--- src/rtl/prog_seq_detector.sv ---
// prog_seq_detector
//   Mealy serial-pattern detector with a run-time programmable pattern and
//   length, an overlap/non-overlap mode and a saturating match counter.
//   Out of reset it behaves as an overlapping "1011" detector.
//
// Ports
//   clk          sole clock, rising edge
//   reset        asynchronous, active-low
//   in           serial data bit
//   in_valid     qualifies in
//   cfg_we       load cfg_pattern / cfg_len / cfg_overlap this edge
//   cfg_pattern  pattern, bit [len-1] received first, bit [0] last
//   cfg_len      pattern length, 0 disables, clamped to MAX_LEN
//   cfg_overlap  1 = overlapping matches allowed
//   clr_count    synchronous clear of match_count
//   out          combinational match pulse
//   out_r        out delayed by one cycle
//   match_count  saturating number of matches
//   count_sat    match_count is all ones
module prog_seq_detector #(
    parameter  int MAX_LEN = 8,
    parameter  int CNT_W   = 8,
    localparam int LEN_W   = $clog2(MAX_LEN + 1)
) (
    input  logic               clk,
    input  logic               reset,
    input  logic               in,
    input  logic               in_valid,
    input  logic               cfg_we,
    input  logic [MAX_LEN-1:0] cfg_pattern,
    input  logic [LEN_W-1:0]   cfg_len,
    input  logic               cfg_overlap,
    input  logic               clr_count,
    output logic               out,
    output logic               out_r,
    output logic [CNT_W-1:0]   match_count,
    output logic               count_sat
);

    localparam logic [LEN_W-1:0] LEN_MAX = LEN_W'(MAX_LEN);

    logic [MAX_LEN-1:0] hist;
    logic [MAX_LEN-1:0] pat_r;
    logic [LEN_W-1:0]   len_r;
    logic               ovl_r;
    logic [LEN_W-1:0]   fill;

    logic [MAX_LEN-1:0] window;
    logic [MAX_LEN-1:0] mask;
    logic [LEN_W-1:0]   len_clamped;
    logic [LEN_W-1:0]   fill_next;
    logic               fill_ok;

    // window is the candidate match: the newest MAX_LEN-1 history bits plus
    // the bit arriving now; mask keeps only the low len_r bits.
    always_comb begin
        window = {hist[MAX_LEN-2:0], in};
        mask   = '0;
        for (int i = 0; i < MAX_LEN; i++) begin
            mask[i] = (i < int'(len_r));
        end
    end

    // fill >= len-1, written as fill+1 >= len to avoid underflow at len=0
    assign fill_ok = ({1'b0, fill} + (LEN_W+1)'(1)) >= {1'b0, len_r};

    assign out = in_valid & ~cfg_we & (len_r != '0) & fill_ok &
                 (((window ^ pat_r) & mask) == '0);

    assign len_clamped = (cfg_len > LEN_MAX) ? LEN_MAX : cfg_len;

    // In non-overlap mode a match consumes its history bits.
    always_comb begin
        fill_next = fill;
        if (out && !ovl_r) begin
            fill_next = '0;
        end else if (fill != LEN_MAX) begin
            fill_next = fill + LEN_W'(1);
        end
    end

    always_ff @(posedge clk or negedge reset) begin
        if (!reset) begin
            hist  <= '0;
            fill  <= '0;
            pat_r <= MAX_LEN'(11);
            len_r <= LEN_W'(4);
            ovl_r <= 1'b1;
        end else if (cfg_we) begin
            pat_r <= cfg_pattern;
            len_r <= len_clamped;
            ovl_r <= cfg_overlap;
            fill  <= '0;
        end else if (in_valid) begin
            hist  <= window;
            fill  <= fill_next;
        end
    end

    always_ff @(posedge clk or negedge reset) begin
        if (!reset) begin
            match_count <= '0;
            out_r       <= 1'b0;
        end else begin
            out_r <= out;
            if (clr_count) begin
                match_count <= '0;
            end else if (out && !count_sat) begin
                match_count <= match_count + CNT_W'(1);
            end
        end
    end

    assign count_sat = &match_count;

endmodule

--- config.mk ---
export PLATFORM = sky130hd
export DESIGN_NAME = prog_seq_detector
export DESIGN_NICKNAME = d
export VERILOG_FILES = /design/src/rtl/prog_seq_detector.sv
export SDC_FILE = /design/constraint.sdc
export NUM_CORES = 1
export LEC_CHECK = 0
export ABC_CLOCK_PERIOD_IN_PS = 2900
export CORE_MARGIN = 2
export CORE_UTILIZATION = 52
export CTS_CLUSTER_SIZE = 28
export DETAILED_ROUTE_END_ITERATION = 7
export GPL_TIMING_DRIVEN = 0
export PLACE_DENSITY = 0.86
export SLEW_MARGIN = 10
export SYNTH_ARGS = -nofsm -noshare
export SYNTH_HDL_FRONTEND = slang
export SYNTH_SLANG_ARGS = --single-unit
--- constraint.sdc ---
create_clock -name clk -period 2.9 [get_ports clk]
set_input_delay 0.58 -clock clk [delete_from_list [all_inputs] [get_ports clk]]
set_output_delay 0.58 -clock clk [all_outputs]
set_load 0.1 [all_outputs]
==> flow_metrics.py, run 1 <==
metrics = {
    "outcome": {
        "outcome": "completed",
    },
    "layout": {
        "drive_gt1_share_pct": 25.0,
        "nets": 225,
        "n_fill_cell": 282,
        "antenna_cells": 0,
        "multiInputGateArea_um2": 925,
        "syn_to_final_growth_pct": 24.8,
        "stdcell_count": 246,
        "final-seq-area_um2": 833,
    },
    "timing": {
        "tightest_slew_ns": 0.988,
        "period_share_pct": 99.1,
        "period_needed_ns": 2.88,
        "grt_setup_unrepaired": "yes",
        "tns_ns": 0,
        "final-hold-violation-count": 0,
        "slew_violations": 0,
        "skew_ns": 0.0112,
        "max_freq_mhz": 348,
        "setup_violations": 0,
        "relSlewSlack_pct": 33.9,
    },
    "global_routing": {
        "grt_max_degree": 34,
        "grtUsageTotal_pct": 20.1,
        "antenna_found_initial": 0,
        "grt_pass1_wl_um": 6200,
        "grt_pass1_vias": 1419,
        "grt.overflow.total": 0,
    },
    "place": {
        "dpl.hpwl_um": 2600,
        "dp.cells": 236,
        "gp_congestion": 0.826,
        "portBuffers": 28,
    },
    "yosys": {
        "synth-edff-count": 0,
        "yosysWarnings": 0,
        "ys_ff_latch": 33,
        "synth_seq_area_share_pct": 46.4,
        "yosys-top-cells-area": "dfrtp_1, mux2_2, dfstp_2",
        "synth_nets": 188,
        "synth_cell_types": 38,
        "avgSynthCellArea_um2": 11.1,
        "synth_flop_cell": "dfrtp_1",
        "async_flop_share_pct": 100,
        "synth.top_cell.area_share_pct": 39.1,
        "yosysTopAreaCell": "dfrtp_1",
        "synth_cells": 162,
        "synth_area_mm2": 0.00179,
    },
    "drt": {
        "ant_nets": 0,
        "wl_um": 3470,
        "drc": 0,
        "vias": 1316,
        "drtIter0Drc": 68,
        "dr.pass1.iters": 6,
        "avgRoutedWirePerCell_um": 14.1,
        "viasPerCell": 5.35,
    },
    "floorplanning": {
        "io_pins": 30,
        "start_util_pct": 53.7,
        "die-area_mm2": 0.00393,
        "die_w_um": 62.7,
        "die_y_um": 62.7,
        "rows": 21,
        "core-area_mm2": 0.00334,
    },
    "setup_path": {
        "path_class": "flop to primary output",
        "worstPathCellList": "inv_1 > ha_1 > ha_1 > o211ai_1 > a21oi_2 > o211ai_1 > buf_4 > nor2_4 > buf_12",
        "crit_slowest_cell": "dfrtp_2",
        "cp-end-kind": "primary output",
        "cpPeakStageDelay_ns": 0.44,
        "crit_family": "adder cells",
        "cp.required_ns": 2.32,
        "start_kind": "flop",
        "path_buf_inv": 3,
        "cp.arrival_ns": 2.30,
        "path_max_fanout": 6,
    },
    "clock_network": {
        "clk_transition_reported_paths_ns": 0.10,
        "cts_tree": "built",
        "clock_sinks": 33,
        "cts-root-buf": "clkbuf_4",
        "cts_made_buffers": 5,
        "cts_max_path_buffers": 2,
        "clkLatencyLatePin_ns": 0.34,
        "htreeDepth": 2,
    },
    "power_and_ir_drop": {
        "ir_worst_vdd_mv": 0.368,
        "power_density_mw_per_mm2": 508,
        "p_leak_nw": 0.946,
    },
    "hold_path": {
        "hold_path.class": "input port to asynchronous set/reset pin",
    },
    "run": {
        "max-cap-violations": 0,
    },
}
==> flip-flops by register name (all words and copies together), names as in the netlist <==
| signal | cells |
|---|---|
| pat_r | 8 |
| fill | 4 |
| ovl_r | 1 |
| len_r | 4 |
| match_count | 8 |
| hist | 7 |
| out_r | 1 |
==> layout make-up <==
type	count	area share [%]
buffer	5	1.34
clock buffer	7	2.91
clock inverter	1	0.224
inverter	8	1.34
multi-input combinational	116	41.3
sequential	33	37.2
tap	46	2.57
timing repair buffer	30	13.1
==> path summary, 6_finish.rpt <==
check,startpoint,to,cells after the start,slack [ns]
worst max-delay path,fill[0],out,9,0.02
min in group clk,hist[6],hist[6],1,0.54
max in group asynchronous,reset,fill[0],1,2.13
worst max register to register,fill[0],match_count[1],9,0.49
worst min register to register,hist[6],hist[6],1,0.54
worst min-delay path,reset,fill[2],1,0.28
==> layer usage <==
metal  track usage [%]  routed length, um  up-vias  share of wire (%)
met2              34.9               1760       23                 51
met1              24.1               1540      647                 44
met3              6.31                131        5                3.8
met4              5.56                 41        0                1.2
met5                 0                  0        -                  0
li1                  -                  -      641                  -
==> placed cells by master, fill, tap and decap left out, types with 3 or more instances in the layout <==
master           count
clkbuf_4             5
dfstp_2              5
buf_4                3
clkdlybuf4s50_1     23
xor2_1               4
dfrtp_1             27
mux2i_1              3
inv_1                8
a21oi_1              4
nand3_1              6
mux2_2              16
nor3_2               5
o21ai_0              5
ha_1                 6
xnor2_1             12
nand2_1              9
nor2_1              13
a21o_1               4
==> cell usage after synthesis (all sizes together) (2+ instances only) <==
master	count
a211oi	2
mux2	16
nand2	9
nand3b	2
a21oi	5
dfrtp	28
nor2	14
inv	8
or3	2
nor4	2
dfstp	5
o211ai	2
nand3	6
mux2i	3
buf	4
nor3	6
nand2b	3
ha	7
a21o	4
xor2	4
o21ai	5
xnor2	12
==> metrics by stage <==
stage | hold WS (ns) | setup slack (ns) | power [mW] | utilization, % | instance area (um^2)
after detailed placement | 0.520 | -1.14 | 0.836 | 63.9 | 2130
after CTS | 0.291 | 0.0114 | 1.14 | 66.9 | 2230
after floorplan | 0.284 | 0.0270 | 0.754 | - | 1800
after global placement | 0.511 | -1.10 | 0.819 | 64.1 | 2140
after global routing | 0.327 | -0.0834 | 1.21 | 67.1 | 2240
final | 0.278 | 0.0247 | 1.14 | 67.1 | 2240
==> cell families (layout without fill, tap and decap cells) <==
logic type | Yosys count | count (layout) | share of synthesized area [%]
DFF | 33 | 33 | 46.4
muxes | 19 | 19 | 11.7
and+or+nand+nor | 51 | 51 | 17.4
adders and majority gates | 7 | 7 | 4.88
buffers and inverters | 13 | 51 | 3.21
AOI/OAI and AO/OA | 23 | 23 | 8.58
xor gates and xnor gates | 16 | 16 | 7.82
==> timing repair <==
action,4_1_cts,5_1_grt
pin swaps,1,2
setup endpoints to repair,2,2
buffers inserted,1,1
gates resized for setup,17,2
hold buffers,0,0
hold endpoints to repair,0,0
==> power by group <==
group	internal [mW]	switching [mW]
Combinational	0.141	0.127
Clock	0.140	0.152
Sequential	0.523	0.0531
Note: power is estimated with default switching activity, not from simulation.
==> run 2, diff against run 1 <==
Settings changed: CORE_MARGIN 2 to 8, CTS_CLUSTER_SIZE 28 to 14.
==> run 2 against run 1 <==
Against the previous run: clock power is 4% higher; sequential power hardly changed; fmax is 1.6% higher; sequential cell count stayed put; final cell count is 0.41% higher; critical path type unchanged; largest cell class unchanged.
==> flow_metrics.py, run 2 (same netlist as run 1, synthesis figures left out) <==
metrics = {
    "setup_path": {
        "cp_common_cell": "o211ai_1",
        "crit_slowest_cell": "dfrtp_2",
        "cp-end-kind": "primary output",
        "crit_family": "flip-flops",
        "path_max_fanout": 5,
        "cp.required_ns": 2.32,
        "path_buf_inv": 2,
        "path_class": "flop to primary output",
        "cpPeakStageDelay_ns": 0.47,
        "cp.arrival_ns": 2.25,
        "start_kind": "flop",
        "worstPathCellList": "ha_4 > xor2_1 > ha_1 > o211ai_1 > a21oi_2 > o211ai_1 > buf_4 > nor2_4 > buf_12",
    },
    "floorplanning": {
        "io_pins": 30,
        "die-area_mm2": 0.00558,
        "start_util_pct": 53.7,
        "die_y_um": 74.7,
        "core-area_mm2": 0.00334,
        "die_w_um": 74.7,
        "rows": 21,
    },
    "drt": {
        "vias": 1340,
        "dr.pass1.iters": 4,
        "avgRoutedWirePerCell_um": 15.3,
        "wl_um": 3790,
        "drc": 0,
        "drtIter0Drc": 50,
        "ant_nets": 0,
        "viasPerCell": 5.43,
    },
    "timing": {
        "max_freq_mhz": 353,
        "period_share_pct": 97.6,
        "tns_ns": 0,
        "setup_violations": 0,
        "slew_violations": 0,
        "relSlewSlack_pct": 34.3,
        "period_needed_ns": 2.83,
        "final-hold-violation-count": 0,
        "tightest_slew_ns": 0.983,
        "skew_ns": 0.0129,
    },
    "place": {
        "dp.cells": 236,
        "dpl.hpwl_um": 2880,
        "portBuffers": 28,
        "gp_congestion": 0.812,
        "place_area_mm2": 0.00213,
    },
    "global_routing": {
        "antenna_found_initial": 0,
        "grt_max_degree": 34,
        "grtUsageTotal_pct": 14.7,
        "grt.overflow.total": 0,
        "grt_pass1_wl_um": 6220,
        "grt_pass1_vias": 1407,
    },
    "outcome": {
        "outcome": "completed",
    },
    "clock_network": {
        "clkLatencyLatePin_ns": 0.35,
        "cts_max_path_buffers": 2,
        "cts_tree": "built",
        "cts-root-buf": "clkbuf_4",
        "clk_transition_reported_paths_ns": 0.11,
        "clock_sinks": 33,
        "htreeDepth": 2,
        "cts_made_buffers": 5,
    },
    "layout": {
        "mostFrequentLayoutCells": "dfrtp_1, clkdlybuf4s50_1, mux2_2",
        "nets": 226,
        "utilization_pct": 67.9,
        "reg_top3": "match_count (8), pat_r (8), hist (7)",
        "syn_to_final_growth_pct": 26.4,
        "final_area_mm2": 0.00227,
        "stdcell_count": 247,
        "final_common_cell": "dfrtp_1",
        "drive_gt1_share_pct": 26.9,
        "antenna_cells": 0,
    },
    "power_and_ir_drop": {
        "ir_worst_vdd_mv": 0.398,
        "power_mw": 1.15,
        "power_density_mw_per_mm2": 509,
        "p_leak_nw": 0.947,
    },
    "hold_path": {
        "hold_path.class": "input port to asynchronous set/reset pin",
    },
    "run": {
        "max-cap-violations": 0,
    },
}
-- run 2: area by class of cell --
| cell class | instances | area [um^2] |
|---|---|---|
| Fill cell | 288 | 1070 |
| Multi-Input combinational cell | 116 | 943 |
| Sequential cell | 33 | 835 |
| Timing Repair Buffer | 31 | 300 |
| Clock buffer | 7 | 65.1 |
| Tap cell | 46 | 57.6 |
| Buffer | 5 | 30.0 |
| Inverter | 8 | 30.0 |
| Clock inverter | 1 | 5.00 |
-- run 2: path summary, 6_finish.rpt --
| path | cells after the start | slack [ns] | end | start |
|---|---|---|---|---|
| min in group clk | 1 | 0.54 | hist[6] | hist[6] |
| min reg2reg | 1 | 0.54 | hist[6] | hist[6] |
| max reg2reg | 9 | 0.52 | match_count[1] | fill[0] |
| max in group asynchronous | 1 | 2.16 | fill[2] | reset |
| max | 9 | 0.07 | out | fill[0] |
| min | 1 | 0.26 | fill[3] | reset |
-- run 2: through the flow --
step | worst slack, ns | hold WS (ns)
6_report | 0.0694 | 0.261
5_1_grt | -0.0430 | 0.329
4_1_cts | 0.00822 | 0.285
3_5_place_dp | -1.12 | 0.519
3_3_place_gp | -1.11 | 0.510
2_1_floorplan | 0.0270 | 0.284
-- run 2: timing repair --
action | in CTS | in global routing
gates cloned | 0 | 0
setup buffers | 1 | 2
resized for setup | 17 | 6
endpoints found under the setup margin | 2 | 2
pin swaps | 1 | 1
hold buffers | 0 | 0
-- run 2: power breakdown --
group	leakage (nW)	switching, mW	internal (mW)
Sequential	0.410	0.0556	0.524
Clock	0.0413	0.163	0.140
Combinational	0.495	0.125	0.145
-- run 2: metal layers --
| layer | vias up | part of all wire (%) | global-route usage, % |
|---|---|---|---|
| met2 | 25 | 54 | 25.9 |
| met1 | 666 | 41 | 15.8 |
| met5 | - | 0 | 0 |
| li1 | 642 | - | - |
| met3 | 7 | 3.5 | 3.60 |
| met4 | 0 | 1.6 | 7.83 |
==> run 3, diff against run 2 <==
Settings changed: ABC_AREA from default to 1, CORE_UTILIZATION 52 to 53, PLACE_DENSITY 0.86 to 0.87.
==> run 3 against run 2 <==
Against the previous run: routed wire length up 6.3%; critical path type unchanged; power fell by 6.3%; largest cell class unchanged; sequential power fell by 6.6%; final area grew 0.77%.
==> flow_metrics.py, run 3 <==
metrics = {
    "yosys": {
        "synth-edff-count": 0,
        "synth_cells": 243,
        "synthTopCellsByCount": "nand2_1, dfrtp_1, inv_1",
        "synth_flop_cell": "dfrtp_1",
        "yosys-top-cells-area": "dfrtp_1, nand2_1, dfstp_2",
        "yosysTopAreaCell": "dfrtp_1",
        "ys_ff_latch": 33,
        "synth_cell_types": 27,
        "yosysMostFrequentCell": "nand2_1",
        "synth_seq_area_share_pct": 44.8,
        "yosysWarnings": 0,
        "synth_area_mm2": 0.00186,
        "async_flop_share_pct": 100,
        "synth_nets": 269,
        "synth.top_cell.area_share_pct": 37.7,
        "avgSynthCellArea_um2": 7.65,
    },
    "drt": {
        "wl_um": 4020,
        "drtIter0Drc": 123,
        "dr.pass1.iters": 4,
        "ant_nets": 0,
        "avgRoutedWirePerCell_um": 12.3,
        "vias": 1584,
        "viasPerCell": 4.86,
        "drc": 0,
    },
    "layout": {
        "reg_top3": "match_count (8), pat_r (8), hist (7)",
        "final_area_mm2": 0.00228,
        "mostFrequentLayoutCells": "nand2_1, dfrtp_1, inv_1",
        "nets": 305,
        "syn_to_final_growth_pct": 22.9,
        "drive_gt1_share_pct": 11.1,
        "antenna_cells": 0,
        "final_common_cell": "nand2_1",
    },
    "timing": {
        "fin_ws_ns": 0.132,
        "relSlewSlack_pct": 34.6,
        "tns_ns": 0,
        "period_needed_ns": 2.77,
        "skew_ns": 0.00825,
        "period_share_pct": 95.4,
        "final-hold-violation-count": 0,
        "grt_setup_unrepaired": "no",
        "tightest_slew_ns": 0.979,
        "setup_violations": 0,
        "max_freq_mhz": 361,
        "slew_violations": 0,
    },
    "setup_path": {
        "r2r_setup_slack_ns": 0.83,
        "r2r_start": "fill[0]",
        "start_kind": "flop",
        "ff2ff_path_depth": 12,
        "cp.arrival_ns": 2.19,
        "crit_start": "match_count[0]",
        "path_class": "flop to primary output",
        "cp-end-kind": "primary output",
        "r2r_end": "fill[1]",
        "path_max_fanout": 5,
        "cp.required_ns": 2.32,
        "setup.worst_path.end": "count_sat",
    },
    "clock_network": {
        "post_cts_buffers": 0,
        "ctsResizeCount": 7,
        "cts_tree": "built",
        "cts_max_path_buffers": 2,
        "clk_transition_reported_paths_ns": 0.10,
        "clkLatencyLatePin_ns": 0.33,
        "cts_made_buffers": 5,
        "cts_hold_buf": 0,
        "clock_sinks": 33,
        "htreeDepth": 2,
        "cts-root-buf": "clkbuf_4",
    },
    "place": {
        "place_area_mm2": 0.00221,
        "place_ws_ns": -0.633,
        "portBuffers": 29,
        "dpl.hpwl_um": 3030,
        "gp_congestion": 0.846,
    },
    "power_and_ir_drop": {
        "power_mw": 1.08,
        "ir_worst_vdd_mv": 0.407,
        "p_leak_nw": 1.15,
        "power_density_mw_per_mm2": 473,
    },
    "floorplanning": {
        "rows": 21,
        "die-area_mm2": 0.00566,
        "io_pins": 30,
        "die_w_um": 75.2,
        "start_util_pct": 55.2,
        "die_y_um": 75.2,
        "core-area_mm2": 0.00336,
    },
    "global_routing": {
        "antenna_found_initial": 0,
        "grt.overflow.total": 0,
        "grt_max_degree": 34,
        "grtUsageTotal_pct": 15.7,
        "grt_pass1_vias": 1554,
        "grt_pass1_wl_um": 6780,
    },
    "outcome": {
        "outcome": "completed",
    },
    "hold_path": {
        "hold_path.class": "input port to asynchronous set/reset pin",
    },
    "run": {
        "max-cap-violations": 0,
    },
}
run 3: changes by cell type in the layout (fill, tap and decap cells not counted), sizes merged, moves of 6 or more:
cell   delta
buf       -6
inv      +23
mux2     -16
nand2    +88
nand3     +8
o21ai    +13
xnor2     -9
run 3: metrics by stage:
step / std cells / util [%] / hold slack [ns]
after global routing: 326 / 67.9 / 0.333
after floorplan: 243 / - / 0.284
after detailed placement: 318 / 65.7 / 0.485
final: 326 / 67.9 / 0.297
after global placement: 318 / 65.8 / 0.479
after CTS: 326 / 67.6 / 0.309
run 3: worst max-delay path, cell delays in order, from the launching register on:
cell and delay (ns):
dfrtp_1 0.44, ha_1 0.26, nand4_1 0.20, nor2_4 0.13, clkdlybuf4s15_1 0.83
run 3: layer usage:
| layer | GRT usage, % | vias to the layer above | routed length, um |
|---|---|---|---|
| met2 | 25.7 | 37 | 1870 |
| met1 | 19.1 | 703 | 1850 |
| met5 | 0 | - | 0 |
| met3 | 4.13 | 9 | 224 |
| li1 | - | 835 | - |
| met4 | 6.40 | 0 | 73 |
run 3: cell type report:
class                           count  area, um^2
Buffer                              4        16.3
Clock buffer                        7        65.1
Clock inverter                      1        5.00
Fill cell                         294        1080
Inverter                           32         125
Multi-Input combinational cell    174         892
Sequential cell                    33         832
Tap cell                           46        57.6
Timing Repair Buffer               29         290
run 3: cells by family after synthesis:
family | synth area share (%)
compound gates | 6.40
xor+xnor | 4.24
fa+ha+maj | 4.71
buf+inv | 7.61
flops | 44.8
simple gates | 32.3
run 3: power by group:
group          internal, mW  total [mW]  switching [mW]
combinational        0.0888       0.244           0.156
clock                 0.140       0.295           0.154
sequential            0.506       0.541          0.0358
run 3: worst min path at each step:
stage,to,cells after the start
2_1_floorplan,fill[0],0
3_3_place_gp,pat_r[1],2
3_5_place_dp,pat_r[4],2
4_1_cts,hist[6],1
5_1_grt,hist[6],1
6_report,len_r[1],1
